File: src/rtl/lane_stats_pkg.sv
`default_nettype none
// ============================================================================
// Module   : lane_stats_pkg
// Brief    : Shared types and RGB565 field layout for the lane colour stats.
// Revision : 1.0  initial release
// ============================================================================
package lane_stats_pkg;

    localparam int LANE_CNT_W = 15;

    // RGB565 layout: R=[15:11], G=[10:5], B=[4:0]
    localparam int R_LSB = 11;
    localparam int R_W   = 5;
    localparam int G_LSB = 5;
    localparam int G_W   = 6;
    localparam int B_LSB = 0;
    localparam int B_W   = 5;

    typedef logic [LANE_CNT_W-1:0] lane_count_t;

    typedef enum logic [1:0] {
        SYNC    = 2'd0,
        ACCUM   = 2'd1,
        FLUSH   = 2'd2,
        PUBLISH = 2'd3
    } state_t;

endpackage
`default_nettype wire

File: src/rtl/rgb565_red_classifier.sv
`default_nettype none
// ============================================================================
// Module   : rgb565_red_classifier
// Brief    : Combinational red-pixel test, row-window check and lane select.
// Revision : 1.0  initial release
// ============================================================================
module rgb565_red_classifier
    import lane_stats_pkg::*;
#(
    parameter int IMG_W     = 320,
    parameter int NUM_LANES = 4,
    parameter int ROI_Y0    = 120,
    parameter int ROI_Y1    = 239,
    parameter int R_MIN     = 20,
    parameter int G_MAX     = 24,
    parameter int B_MAX     = 12
) (
    input  logic [9:0]  i_pix_x,
    input  logic [9:0]  i_pix_y,
    input  logic [15:0] i_pix_data,
    output logic        o_qualify,
    output logic [1:0]  o_lane
);

    localparam int LANE_W = IMG_W / NUM_LANES;

    logic [R_W-1:0] w_r;
    logic [G_W-1:0] w_g;
    logic [B_W-1:0] w_b;
    logic           w_is_red;
    logic           w_in_roi;

    assign w_r = i_pix_data[R_LSB +: R_W];
    assign w_g = i_pix_data[G_LSB +: G_W];
    assign w_b = i_pix_data[B_LSB +: B_W];

    assign w_is_red = (w_r >= R_W'(R_MIN)) && (w_g <= G_W'(G_MAX)) && (w_b <= B_W'(B_MAX));
    assign w_in_roi = (i_pix_y >= 10'(ROI_Y0)) && (i_pix_y <= 10'(ROI_Y1)) && (i_pix_x < 10'(IMG_W));
    assign o_qualify = w_is_red && w_in_roi;

    // Lane index = number of lane boundaries at or left of the column.
    always_comb begin
        o_lane = '0;
        for (int i = 1; i < NUM_LANES; i++) begin
            if (i_pix_x >= 10'(i * LANE_W)) begin
                o_lane = 2'(i);
            end
        end
    end

endmodule
`default_nettype wire

File: src/rtl/lane_color_stats.sv
`default_nettype none
// ============================================================================
// Module   : lane_color_stats
// Brief    : Per-frame red-pixel counts per vertical lane, plus dominant lane.
// Revision : 1.0  initial release
// ============================================================================
module lane_color_stats
    import lane_stats_pkg::*;
#(
    parameter int IMG_W     = 320,
    parameter int IMG_H     = 240,
    parameter int NUM_LANES = 4,
    parameter int ROI_Y0    = 120,
    parameter int ROI_Y1    = 239,
    parameter int R_MIN     = 20,
    parameter int G_MAX     = 24,
    parameter int B_MAX     = 12,
    parameter int MIN_COUNT = 64,
    parameter int CNT_W     = 15
) (
    input  logic                       clk,
    input  logic                       reset,
    input  logic                       pix_valid,
    input  logic [9:0]                 pix_x,
    input  logic [9:0]                 pix_y,
    input  logic [15:0]                pix_data,
    input  logic                       frame_end,
    output logic [NUM_LANES*CNT_W-1:0] lane_count,
    output logic [1:0]                 dominant_lane,
    output logic                       dominant_valid,
    output logic                       result_valid,
    output logic [7:0]                 frame_cnt
);

    state_t             r_state;
    state_t             w_state_next;
    logic               w_qualify;
    logic [1:0]         w_lane;
    logic               r_s1_valid;
    logic [1:0]         r_s1_lane;
    logic [CNT_W-1:0]   r_acc [NUM_LANES];
    logic               w_clear;
    logic [1:0]         w_best_idx;
    logic [CNT_W-1:0]   w_best_cnt;

    logic [NUM_LANES*CNT_W-1:0] r_lane_count;
    logic [1:0]                 r_dominant_lane;
    logic                       r_dominant_valid;
    logic                       r_result_valid;
    logic [7:0]                 r_frame_cnt;

    rgb565_red_classifier #(
        .IMG_W     (IMG_W),
        .NUM_LANES (NUM_LANES),
        .ROI_Y0    (ROI_Y0),
        .ROI_Y1    (ROI_Y1),
        .R_MIN     (R_MIN),
        .G_MAX     (G_MAX),
        .B_MAX     (B_MAX)
    ) u_classifier (
        .i_pix_x    (pix_x),
        .i_pix_y    (pix_y),
        .i_pix_data (pix_data),
        .o_qualify  (w_qualify),
        .o_lane     (w_lane)
    );

    always_ff @(posedge clk) begin
        if (reset) begin
            r_state <= SYNC;
        end else begin
            r_state <= w_state_next;
        end
    end

    always_comb begin
        w_state_next = r_state;
        case (r_state)
            SYNC:    if (frame_end) w_state_next = ACCUM;
            ACCUM:   if (frame_end) w_state_next = FLUSH;
            FLUSH:   w_state_next = PUBLISH;
            PUBLISH: w_state_next = ACCUM;
            default: w_state_next = SYNC;
        endcase
    end

    // Stage 1: only pixels seen while accumulating enter the pipeline.
    always_ff @(posedge clk) begin
        if (reset) begin
            r_s1_valid <= 1'b0;
            r_s1_lane  <= '0;
        end else begin
            r_s1_valid <= (r_state == ACCUM) && pix_valid && w_qualify;
            r_s1_lane  <= w_lane;
        end
    end

    // Clearing never coincides with a live stage-1 entry, so no pixel is lost.
    assign w_clear = ((r_state == SYNC) && frame_end) || (r_state == PUBLISH);

    always_ff @(posedge clk) begin
        if (reset || w_clear) begin
            for (int i = 0; i < NUM_LANES; i++) begin
                r_acc[i] <= '0;
            end
        end else if (r_s1_valid && (r_acc[r_s1_lane] != {CNT_W{1'b1}})) begin
            r_acc[r_s1_lane] <= r_acc[r_s1_lane] + 1'b1;
        end
    end

    // Strict greater-than keeps ties on the lowest lane index.
    always_comb begin
        w_best_idx = '0;
        w_best_cnt = r_acc[0];
        for (int i = 1; i < NUM_LANES; i++) begin
            if (r_acc[i] > w_best_cnt) begin
                w_best_idx = 2'(i);
                w_best_cnt = r_acc[i];
            end
        end
    end

    always_ff @(posedge clk) begin
        if (reset) begin
            r_lane_count     <= '0;
            r_dominant_lane  <= '0;
            r_dominant_valid <= 1'b0;
            r_result_valid   <= 1'b0;
            r_frame_cnt      <= '0;
        end else begin
            r_result_valid <= 1'b0;
            if (r_state == PUBLISH) begin
                for (int i = 0; i < NUM_LANES; i++) begin
                    r_lane_count[i*CNT_W +: CNT_W] <= r_acc[i];
                end
                r_dominant_lane  <= w_best_idx;
                r_dominant_valid <= (w_best_cnt >= CNT_W'(MIN_COUNT));
                r_result_valid   <= 1'b1;
                r_frame_cnt      <= r_frame_cnt + 8'd1;
            end
        end
    end

    assign lane_count     = r_lane_count;
    assign dominant_lane  = r_dominant_lane;
    assign dominant_valid = r_dominant_valid;
    assign result_valid   = r_result_valid;
    assign frame_cnt      = r_frame_cnt;

endmodule
`default_nettype wire

File: config.mk
export PLATFORM = sky130hd
export DESIGN_NAME = lane_color_stats
export DESIGN_NICKNAME = d
export VERILOG_FILES = /design/src/rtl/lane_stats_pkg.sv /design/src/rtl/rgb565_red_classifier.sv /design/src/rtl/lane_color_stats.sv
export SDC_FILE = /design/constraint.sdc
export NUM_CORES = 1
export LEC_CHECK = 0
export BUFFER_PORTS_ARGS = -buffer_cell sky130_fd_sc_hd__buf_2
export CORE_MARGIN = 5
export CORE_UTILIZATION = 45
export CTS_CLUSTER_DIAMETER = 120
export DETAILED_ROUTE_END_ITERATION = 10
export PLACE_DENSITY = 0.68
export RECOVER_POWER = 100
export SLEW_MARGIN = 20
export SYNTH_ARGS = -nofsm -noshare
export SYNTH_HDL_FRONTEND = slang
export SYNTH_SLANG_ARGS = --single-unit
File: constraint.sdc
create_clock -name clk -period 6.25 [get_ports clk]
set_clock_uncertainty 0.05 [all_clocks]
set_input_delay 1.25 -clock clk [delete_from_list [all_inputs] [get_ports clk]]
set_output_delay 1.25 -clock clk [all_outputs]
set_load 0.05 [all_outputs]
==> results of run 1 <==
==> cell type report <==
class / instances / area (sq um)
Clock buffer: 17 / 425
Tap cell: 211 / 264
Multi-Input combinational cell: 474 / 3510
Timing Repair Buffer: 154 / 822
Sequential cell: 137 / 3340
Fill cell: 1324 / 6590
Inverter: 30 / 113
Clock inverter: 15 / 191
==> layout by cell type, fill, tap and decap left out, types with 6 or more instances in the layout <==
master     instances
nand2b_1           7
edfxtp_1          60
nand2_1           31
nand4_1           12
o21ai_0           21
buf_2             29
nor2_2             9
clkbuf_1          76
a21o_1             6
dfxtp_1           77
nor2_1           138
inv_1             29
a21oi_1           26
mux4_2            14
xor2_1            11
clkbuf_16         17
xnor2_1            6
buf_4             45
mux2i_1           67
nand3_1           10
ha_1              48
==> tightest hold or removal path: cells and delay by family, from the launching register on <==
kind / cells / cell delay [ps]
flip-flops: 1 / 320
multiplexers: 1 / 60
AND/OR/NAND/NOR: 1 / 70
==> kinds of logic (layout without fill, tap and decap cells) <==
group                      after synthesis  after routing  share of synthesized area (%)
and+or+nand+nor                        239            239                           15.5
DFF                                    137            137                           47.5
muxes                                   91             91                           15.8
AOI/OAI and AO/OA                       78             78                           6.81
buffers and inverters                   61            216                           3.54
adders and majority gates               49             49                           8.71
xor gates and xnor gates                17             17                           2.12
==> per-layer routing <==
metal	up-vias	share of wire, %
met4	0	2.2
met3	29	4.6
met2	143	52
met5	-	0
met1	2665	41
li1	2690	-
==> synthesized netlist by cell type, drive strengths merged (2+ instances only) <==
cell type,count,area (sq um)
a21o,6,45.0
mux2,5,56.3
or3,3,23.8
and3,4,30.0
mux2i,71,711
nand3b,2,15.0
dfxtp,77,1540
o31a,2,17.5
and2,2,12.5
edfxtp,60,1800
o21ai,22,110
a21oi,28,140
clkbuf,15,56.3
o21a,2,15.0
nand3,11,60.1
inv,30,113
buf,16,80.1
a211oi,3,22.5
ha,49,613
a221oi,2,17.5
and4,3,28.8
nand2,31,116
mux4,15,342
nor2,147,574
xor2,11,96.3
nand2b,7,43.8
nor4,4,25.0
nand4,12,75.1
a22oi,2,15.0
nor3b,2,15.0
nor3,4,20.0
or2,2,12.5
xnor2,6,52.6
a311oi,2,17.5
==> worst max-delay path by stage <==
stage | start | endpoint | slack [ps] | depth (start not counted)
after CTS | r_acc[1][14] | dominant_valid | 40 | 27
after global routing | r_acc[0][12] | dominant_valid | -70 | 28
after detailed placement | r_acc[1][14] | dominant_valid | 80 | 26
after floorplan | r_acc[1][14] | dominant_valid | 210 | 28
after global placement | r_acc[1][14] | dominant_valid | 130 | 26
final | r_acc[1][12] | dominant_lane[0] | 240 | 27
==> stage by stage <==
stage	setup slack, ps	power, W	utilization, %	cell area (sq um)
floorplan	211	0.00153	-	7040
global placement	134	0.00179	52.9	8070
detailed placement	81.3	0.00182	52.9	8070
CTS	35.8	0.00286	56.9	8680
global route	-68.6	0.00304	56.8	8670
finish	237	0.00290	56.8	8670
==> registers in the layout, indices dropped and copies added, names as in the netlist <==
register and count:
r_s1_valid 1, r_s1_lane 2, dominant_lane 2, r_state 2
dominant_valid 1, result_valid 1, r_acc 60, lane_count 60
frame_cnt 8
==> power groups by stage <==
| stage | logic [W] | clock network, W | registers, W |
|---|---|---|---|
| final | 0.000802 | 0.00104 | 0.00106 |
| after global routing | 0.000877 | 0.00110 | 0.00107 |
| after CTS | 0.000745 | 0.00105 | 0.00106 |
| after detailed placement | 0.000738 | 0 | 0.00108 |
| after global placement | 0.000716 | 0 | 0.00108 |
| after floorplan | 0.000437 | 0 | 0.00110 |
==> what timing repair did <==
| action | CTS | global route |
|---|---|---|
| setup endpoints to repair | 0 | 3 |
| buffers inserted | 0 | 2 |
| gates resized for setup | 0 | 21 |
==> qor.csv, run 1 <==
metric,value,unit
"EDFF count, synth",60,
dominant synthesized flop cell,dfxtp_1,
share of cells above drive strength 1,18.3,%
Worst-Margin Slew,2750,ps
largest net degree at the start of global routing,78,
Seq pwr share,36.6,%
r2r setup slk,240,ps
DR WL/cell,17.4,um
"Clk Latency, worst-skew pair",420,ps
grt ovf,0,
Startpoint Class,flip-flop,
headroom to the max-slew limit,-83.0,%
Mapped Area,7040,sq um
Max Slew Vio Count,78,
met3 Track Usage GR,4.25,%
VDD IR max,0.158,mV
I/O pin total,112,
global-route wire length before repair,28400,um
Core Rows,45,
number of hold buffers added after cts,0,
CP Capture Type,flip-flop,
clock sinks,137,
CTS root buf,clkbuf_16,
met2 Use GR,35.5,%
hold slack,442,ps
synth unique cells,57,
Initial Util,46.1,%
drt initial violations,475,
Switching Fraction,31.0,%
CTS max path bufs,2,
failing checks,"max-capacitance violations, max-slew violations",
Final ANT Viol Nets,0,
Post-DP HPWL,13300,um
Crit path required time,6400,ps
post-synthesis cell count,672,
class of the worst hold path,reg -> reg,
register area share after synthesis,47.5,%
final hold viol count,0,
Clk pwr share,35.8,%
worst r2r src,r_acc[1][12],
overall routed net length,18100,um
Final GP Congestion,0.860,
die area,18200,sq um
hold path start,lane_count[38],
Final setup violation count,0,
DRC violation count after routing,0,
async set-or-reset flop fraction in the synthesized netlist,0,%
vias,5527,
outcome,finished with violations,
Crit Path Class,reg -> reg,
slowest cell on the critical path,o41a_1,
worst reg2reg endpoint,dominant_lane[0],
post-route setup TNS,0,ps
CP bufs+invs,5,
switching pwr,0.000899,W
clock-pin transition on the worst setup and hold timing paths,60,ps
Pre-antenna DRT Iters,5,
worst hold endpoint,lane_count[38],
CTS tree,built,
Pwr Density,335,nW/um^2
Hold Path Stages,2,
Worst R2R Path Depth,27,
Tmin final,6010,ps
antenna violations before repair,0,
#FFs+latches synth,137,
Max stage delay on crit path,440,ps
met1 GRT Util,23.7,%
ANT cells,0,
Avg Vias per Cell,5.32,
syn avg cell area,10.5,sq um
CTS Buf Count,17,
LEAKAGE,3.34,nW
chip height,135,um
Port-buffer cells,102,
"Largest delay share family, worst path",compound AO/OA/AOI/OAI gates,
cell internal pwr,0.00200,W
fin crit share,96.2,%
Total Nets Final,903,
gr busiest metal,met2,
max cap viols,2,
Die Wd,135,um
Core Region,15300,sq um
Logic pwr share,27.6,%
Max Fanout on Critical Path,6,
arrival time at the worst endpoint,6160,ps
vias in the first global route,5607,
placed insts,1003,
Post-Syn Nets,761,
Tot GR Track Use,19.8,%
Max H-tree Level,4,
Area Growth Syn to Fin,23.2,%
Synth Warn #,0,
max frequency,0.166,GHz
post-route insts no fill,1038,
Note: power is estimated with default switching activity, not from simulation.
==> run 2, diff against run 1 <==
--- a/config.mk
+++ b/config.mk
@@ -10,6 +10,7 @@
 export CORE_UTILIZATION = 45
 export CTS_CLUSTER_DIAMETER = 120
 export DETAILED_ROUTE_END_ITERATION = 10
+export GPL_TIMING_DRIVEN = 0
 export PLACE_DENSITY = 0.68
 export RECOVER_POWER = 100
 export SLEW_MARGIN = 20
==> qor.csv, run 2 (synthesized netlist as in run 1, its figures left out) <==
metric,value,unit
register area,3340,sq um
CP bufs+invs,6,
LEAKAGE,3.33,nW
max frequency,0.167,GHz
Final GP Congestion,0.899,
Total Power,0.00282,W
CTS root buf,clkbuf_16,
headroom to the max-slew limit,19.0,%
outcome,finished clean,
slowest cell on the critical path,edfxtp_1,
Core Rows,45,
Pre-antenna DRT Iters,5,
Worst-Margin Slew,1200,ps
Pwr Density,326,nW/um^2
"Clk Latency, worst-skew pair",430,ps
vias,5666,
fin crit share,96.1,%
DRC violation count after routing,0,
CTS max path bufs,2,
Avg Vias per Cell,5.40,
CP Capture Type,flip-flop,
Crit Path Class,reg -> reg,
Max H-tree Level,4,
vias in the first global route,5535,
antenna violations before repair,0,
Max Slew Vio Count,0,
Max stage delay on crit path,460,ps
ANT cells,0,
"Largest delay share family, worst path",compound AO/OA/AOI/OAI gates,
global-route wire length before repair,29600,um
most frequent cells in the layout,"138 x nor2_1, 101 x clkbuf_1, 77 x dfxtp_1",
met1 GRT Util,27.0,%
placed insts,985,
pre-CTS setup slack,-1330,ps
die area,18200,sq um
I/O pin total,112,
met2 Use GR,36.0,%
Initial Util,46.1,%
Tmin final,6000,ps
CTS tree,built,
grt ovf,0,
Tot GR Track Use,21.2,%
"most used cell, CP",buf_4,
met3 Track Usage GR,4.58,%
share of cells above drive strength 1,17.2,%
Fill cells,1324,
post-route insts no fill,1050,
Post-DP HPWL,14700,um
area of the multi-input gates,3530,sq um
Core Region,15300,sq um
drt initial violations,397,
Max Fanout on Critical Path,6,
VDD IR max,0.216,mV
Die Wd,135,um
CTS Buf Count,17,
largest net degree at the start of global routing,17,
gr busiest metal,met2,
Startpoint Class,flip-flop,
clock sinks,137,
Final setup violation count,0,
arrival time at the worst endpoint,6260,ps
class of the worst hold path,reg -> reg,
Final ANT Viol Nets,0,
Crit path required time,6510,ps
clock-pin transition on the worst setup and hold timing paths,50,ps
"commonest non-fill, non-tap cell in the layout",nor2_1,
Total Nets Final,915,
final hold viol count,0,
Area Growth Syn to Fin,23.2,%
max cap viols,0,
DR WL/cell,18.4,um
setup ws final,245,ps
Port-buffer cells,101,
overall routed net length,19400,um
chip height,135,um
==> run 2: final timing paths <==
path | start | to | slack [ps] | cells after the start
setup / recovery | r_acc[1][8] | dominant_valid | 250 | 27
hold / removal | frame_cnt[7] | frame_cnt[7] | 440 | 2
setup reg to reg | r_acc[1][8] | dominant_valid | 250 | 27
hold reg to reg | frame_cnt[7] | frame_cnt[7] | 440 | 2
==> run 2: layer usage <==
layer,vias up,share of wire (%),wire length (um)
li1,2701,-,-
met1,2763,42,8180
met2,168,50,9630
met3,34,5.5,1070
met4,0,2.4,469
met5,-,0,0
==> run 2: worst min-delay path: cells and delay by family, from the launching register on <==
family          cells  cell delay [ps]
compound gates      2              130
flops               1              310
==> run 2: repair_timing <==
action | in CTS | in global routing
pin swaps | 2 | 12
setup endpoints to repair | 3 | 3
buffers inserted | 10 | 23
cloned | 0 | 0
hold buffers | 0 | 0
gates resized for setup | 15 | 19
==> run 2: where the power goes <==
| part | total, W | internal [W] | switching (W) |
|---|---|---|---|
| clock network | 0.00101 | 0.000643 | 0.000367 |
| registers | 0.00107 | 0.00100 | 0.0000654 |
| logic | 0.000746 | 0.000316 | 0.000429 |
==> run 2: per-stage QoR <==
| stage | hold WS (ps) | setup TNS, ps | util [%] | instance area, sq um |
|---|---|---|---|---|
| floorplan | 449 | 0 | - | 7040 |
| global placement | 417 | -3520 | 51.2 | 7800 |
| detailed placement | 427 | -3830 | 51.3 | 7820 |
| CTS | 444 | 0 | 56.1 | 8550 |
| global route | 458 | -13.4 | 56.8 | 8670 |
| finish | 442 | 0 | 56.8 | 8670 |
==> run 2: layout make-up <==
type | instances | share of cell area, %
inverter | 30 | 1.30
clock inverter | 6 | 0.650
sequential | 137 | 38.6
tap | 211 | 3.05
multi-input combinational | 474 | 40.7
buffer | 31 | 1.69
timing repair buffer | 135 | 7.69
clock buffer | 26 | 6.34
==> run 3, diff against run 2 <==
--- a/config.mk
+++ b/config.mk
@@ -10,10 +10,13 @@
 export CORE_UTILIZATION = 45
 export CTS_CLUSTER_DIAMETER = 120
 export DETAILED_ROUTE_END_ITERATION = 10
+export GPL_ROUTABILITY_DRIVEN = 0
 export GPL_TIMING_DRIVEN = 0
+export HOLD_SLACK_MARGIN = 0.02
 export PLACE_DENSITY = 0.68
 export RECOVER_POWER = 100
 export SLEW_MARGIN = 20
 export SYNTH_ARGS = -nofsm -noshare
 export SYNTH_HDL_FRONTEND = slang
+export SYNTH_HIERARCHICAL = 1
 export SYNTH_SLANG_ARGS = --single-unit
==> qor.csv, run 3 <==
metric,value,unit
most frequent cells in the layout,"152 x nor2_1, 97 x clkbuf_1, 77 x dfxtp_1",
Max H-tree Level,4,
Worst-Margin Slew,939,ps
"Clk Latency, worst-skew pair",430,ps
arrival time at the worst endpoint,6370,ps
post-synthesis cell count,712,
grt ovf,0,
drt initial violations,445,
"commonest non-fill, non-tap cell in the layout",nor2_1,
largest net degree at the start of global routing,17,
"EDFF count, synth",60,
Synth Warn #,6,
ANT cells,0,
VDD IR max,0.195,mV
worst r2r src,r_acc[1][8],
share of cells above drive strength 1,20.2,%
Tot GR Track Use,21.8,%
class of the worst hold path,reg -> reg,
vias in the first global route,5657,
Max Fanout on Critical Path,5,
register area share after synthesis,45.4,%
global-route wire length before repair,30900,um
clock sinks,137,
r2r setup slk,170,ps
CP Capture Type,flip-flop,
CTS max path bufs,2,
vias,6044,
Commonest cells post-synth,"153 x nor2_1, 77 x dfxtp_1, 74 x mux2i_1, 60 x edfxtp_1, 45 x ha_1",
Core Rows,46,
chip height,138,um
Post-DP HPWL,14900,um
final hold viol count,0,
Initial Util,46.0,%
Tmin final,6080,ps
Final setup violation count,0,
LEAKAGE,3.48,nW
async set-or-reset flop fraction in the synthesized netlist,0,%
Hold Path Stages,2,
headroom to the max-slew limit,37.4,%
Synth area leaders,"edfxtp_1 24%, dfxtp_1 21%, mux2i_1 10%, nor2_1 7.8%, ha_1 7.6%",
overall routed net length,20600,um
syn avg cell area,10.3,sq um
I/O pin total,112,
worst reg2reg endpoint,dominant_lane[0],
top-area cell type share of the netlist area,24.5,%
dominant synthesized flop cell,dfxtp_1,
Core Region,16000,sq um
clock-pin transition on the worst setup and hold timing paths,60,ps
synth unique cells,72,
antenna violations before repair,0,
"count leader, synth",nor2_1,
Crit path required time,6540,ps
Mapped Area,7370,sq um
CTS root buf,clkbuf_16,
CTS Buf Count,17,
post-route insts no fill,1105,
max cap viols,0,
Pre-antenna DRT Iters,5,
DR WL/cell,18.7,um
Util after Layout,57.1,%
#FFs+latches synth,137,
die area,19000,sq um
Synth area leader,edfxtp_1,
placed insts,1029,
outcome,finished clean,
CTS tree,built,
fin crit share,97.3,%
Avg Vias per Cell,5.47,
Crit Path Class,reg -> reg,
Total Power,0.00303,W
Area Growth Syn to Fin,24.0,%
Pwr Density,332,nW/um^2
worst hold endpoint,lane_count[29],
Startpoint Class,flip-flop,
max frequency,0.164,GHz
Port-buffer cells,101,
Final ANT Viol Nets,0,
Max Slew Vio Count,0,
Die Wd,138,um
hold path start,lane_count[29],
DRC violation count after routing,0,
Post-Syn Nets,797,
Worst R2R Path Depth,26,
Total Nets Final,961,
==> run 3: cell types whose count changed in the layout (fill, tap and decap cells not counted), moves of 5 or more <==
cell        delta
ha_1           -6
clkinvlp_4     +5
nand2b_1       -5
nand2_1        +6
a21oi_1        -8
nor2_2         -8
buf_4         +10
o21ai_0        -5
nor2_1        +14
nor2b_1        +6
==> run 3: cells by family after synthesis <==
logic type | synth area share, %
compound gates | 8.39
xor+xnor | 2.62
fa+ha+maj | 7.80
buf+inv | 4.18
flops | 45.4
mux | 14.9
simple gates | 16.7
==> run 3: what timing repair did <==
item	in CTS	in global routing
hold buffers	0	0
gates cloned	0	1
setup endpoints to repair	3	3
pin swaps	4	14
resized for setup	17	31
buffers inserted	14	30
==> run 3: worst max path at each step <==
stage / start / end / slack (ps) / cells after the start
global route: r_acc[1][8] / dominant_lane[0] / -50 / 26
CTS: r_acc[0][13] / dominant_lane[0] / 3 / 28
floorplan: r_acc[1][14] / dominant_lane[0] / 300 / 27
detailed placement: r_acc[1][14] / dominant_lane[0] / -830 / 27
finish: r_acc[1][8] / dominant_lane[0] / 170 / 26
global placement: r_acc[1][14] / dominant_lane[0] / -730 / 27
==> run 3: critical path, stage by stage (launching register included) <==
cell	delay, ps
edfxtp_1	460
ha_1	360
a21oi_2	220
nor3_4	80
nor4_4	380
a21oi_4	140
buf_6	150
buf_4	130
mux2i_2	350
ha_1	350
nand3_1	120
nor2_1	70
mux2i_2	260
a221oi_2	90
or4_4	480
nand2_8	110
buf_6	110
o21ai_0	80
ha_1	320
a21o_1	130
a21o_1	110
a21oi_1	60
o21ai_1	210
or2b_4	160
or4b_4	480
a31o_4	280
a311oi_2	240
==> run 3: cell type report <==
| cell class | count | area (sq um) |
|---|---|---|
| Buffer | 30 | 168 |
| Sequential cell | 137 | 3340 |
| Inverter | 32 | 120 |
| Clock inverter | 15 | 130 |
| Fill cell | 1449 | 6860 |
| Clock buffer | 17 | 425 |
| Timing Repair Buffer | 146 | 752 |
| Multi-Input combinational cell | 512 | 3930 |
| Tap cell | 216 | 270 |
==> run 3: power breakdown <==
part	switching, W	internal [W]
clock network	0.000404	0.000545
registers	0.0000682	0.00100
logic	0.000571	0.000443
==> run 3: per-layer routing <==
layer,GRT usage (%),vias to the layer above,wire length [um]
met1,28.9,2898,8940
met3,4.43,50,1180
met2,34.8,198,9810
li1,-,2898,-
met4,9.17,0,712
met5,0,-,0
==> run 3: metrics by stage <==
stage	hold WS, ps	instance area (sq um)	worst slack (ps)	setup TNS, ps
final	441	9140	168	0
after global routing	465	9140	-53.0	-74.0
after CTS	440	8860	2.54	0
after detailed placement	426	8140	-830	-2330
after global placement	420	8140	-725	-2000
after floorplan	452	7370	298	0
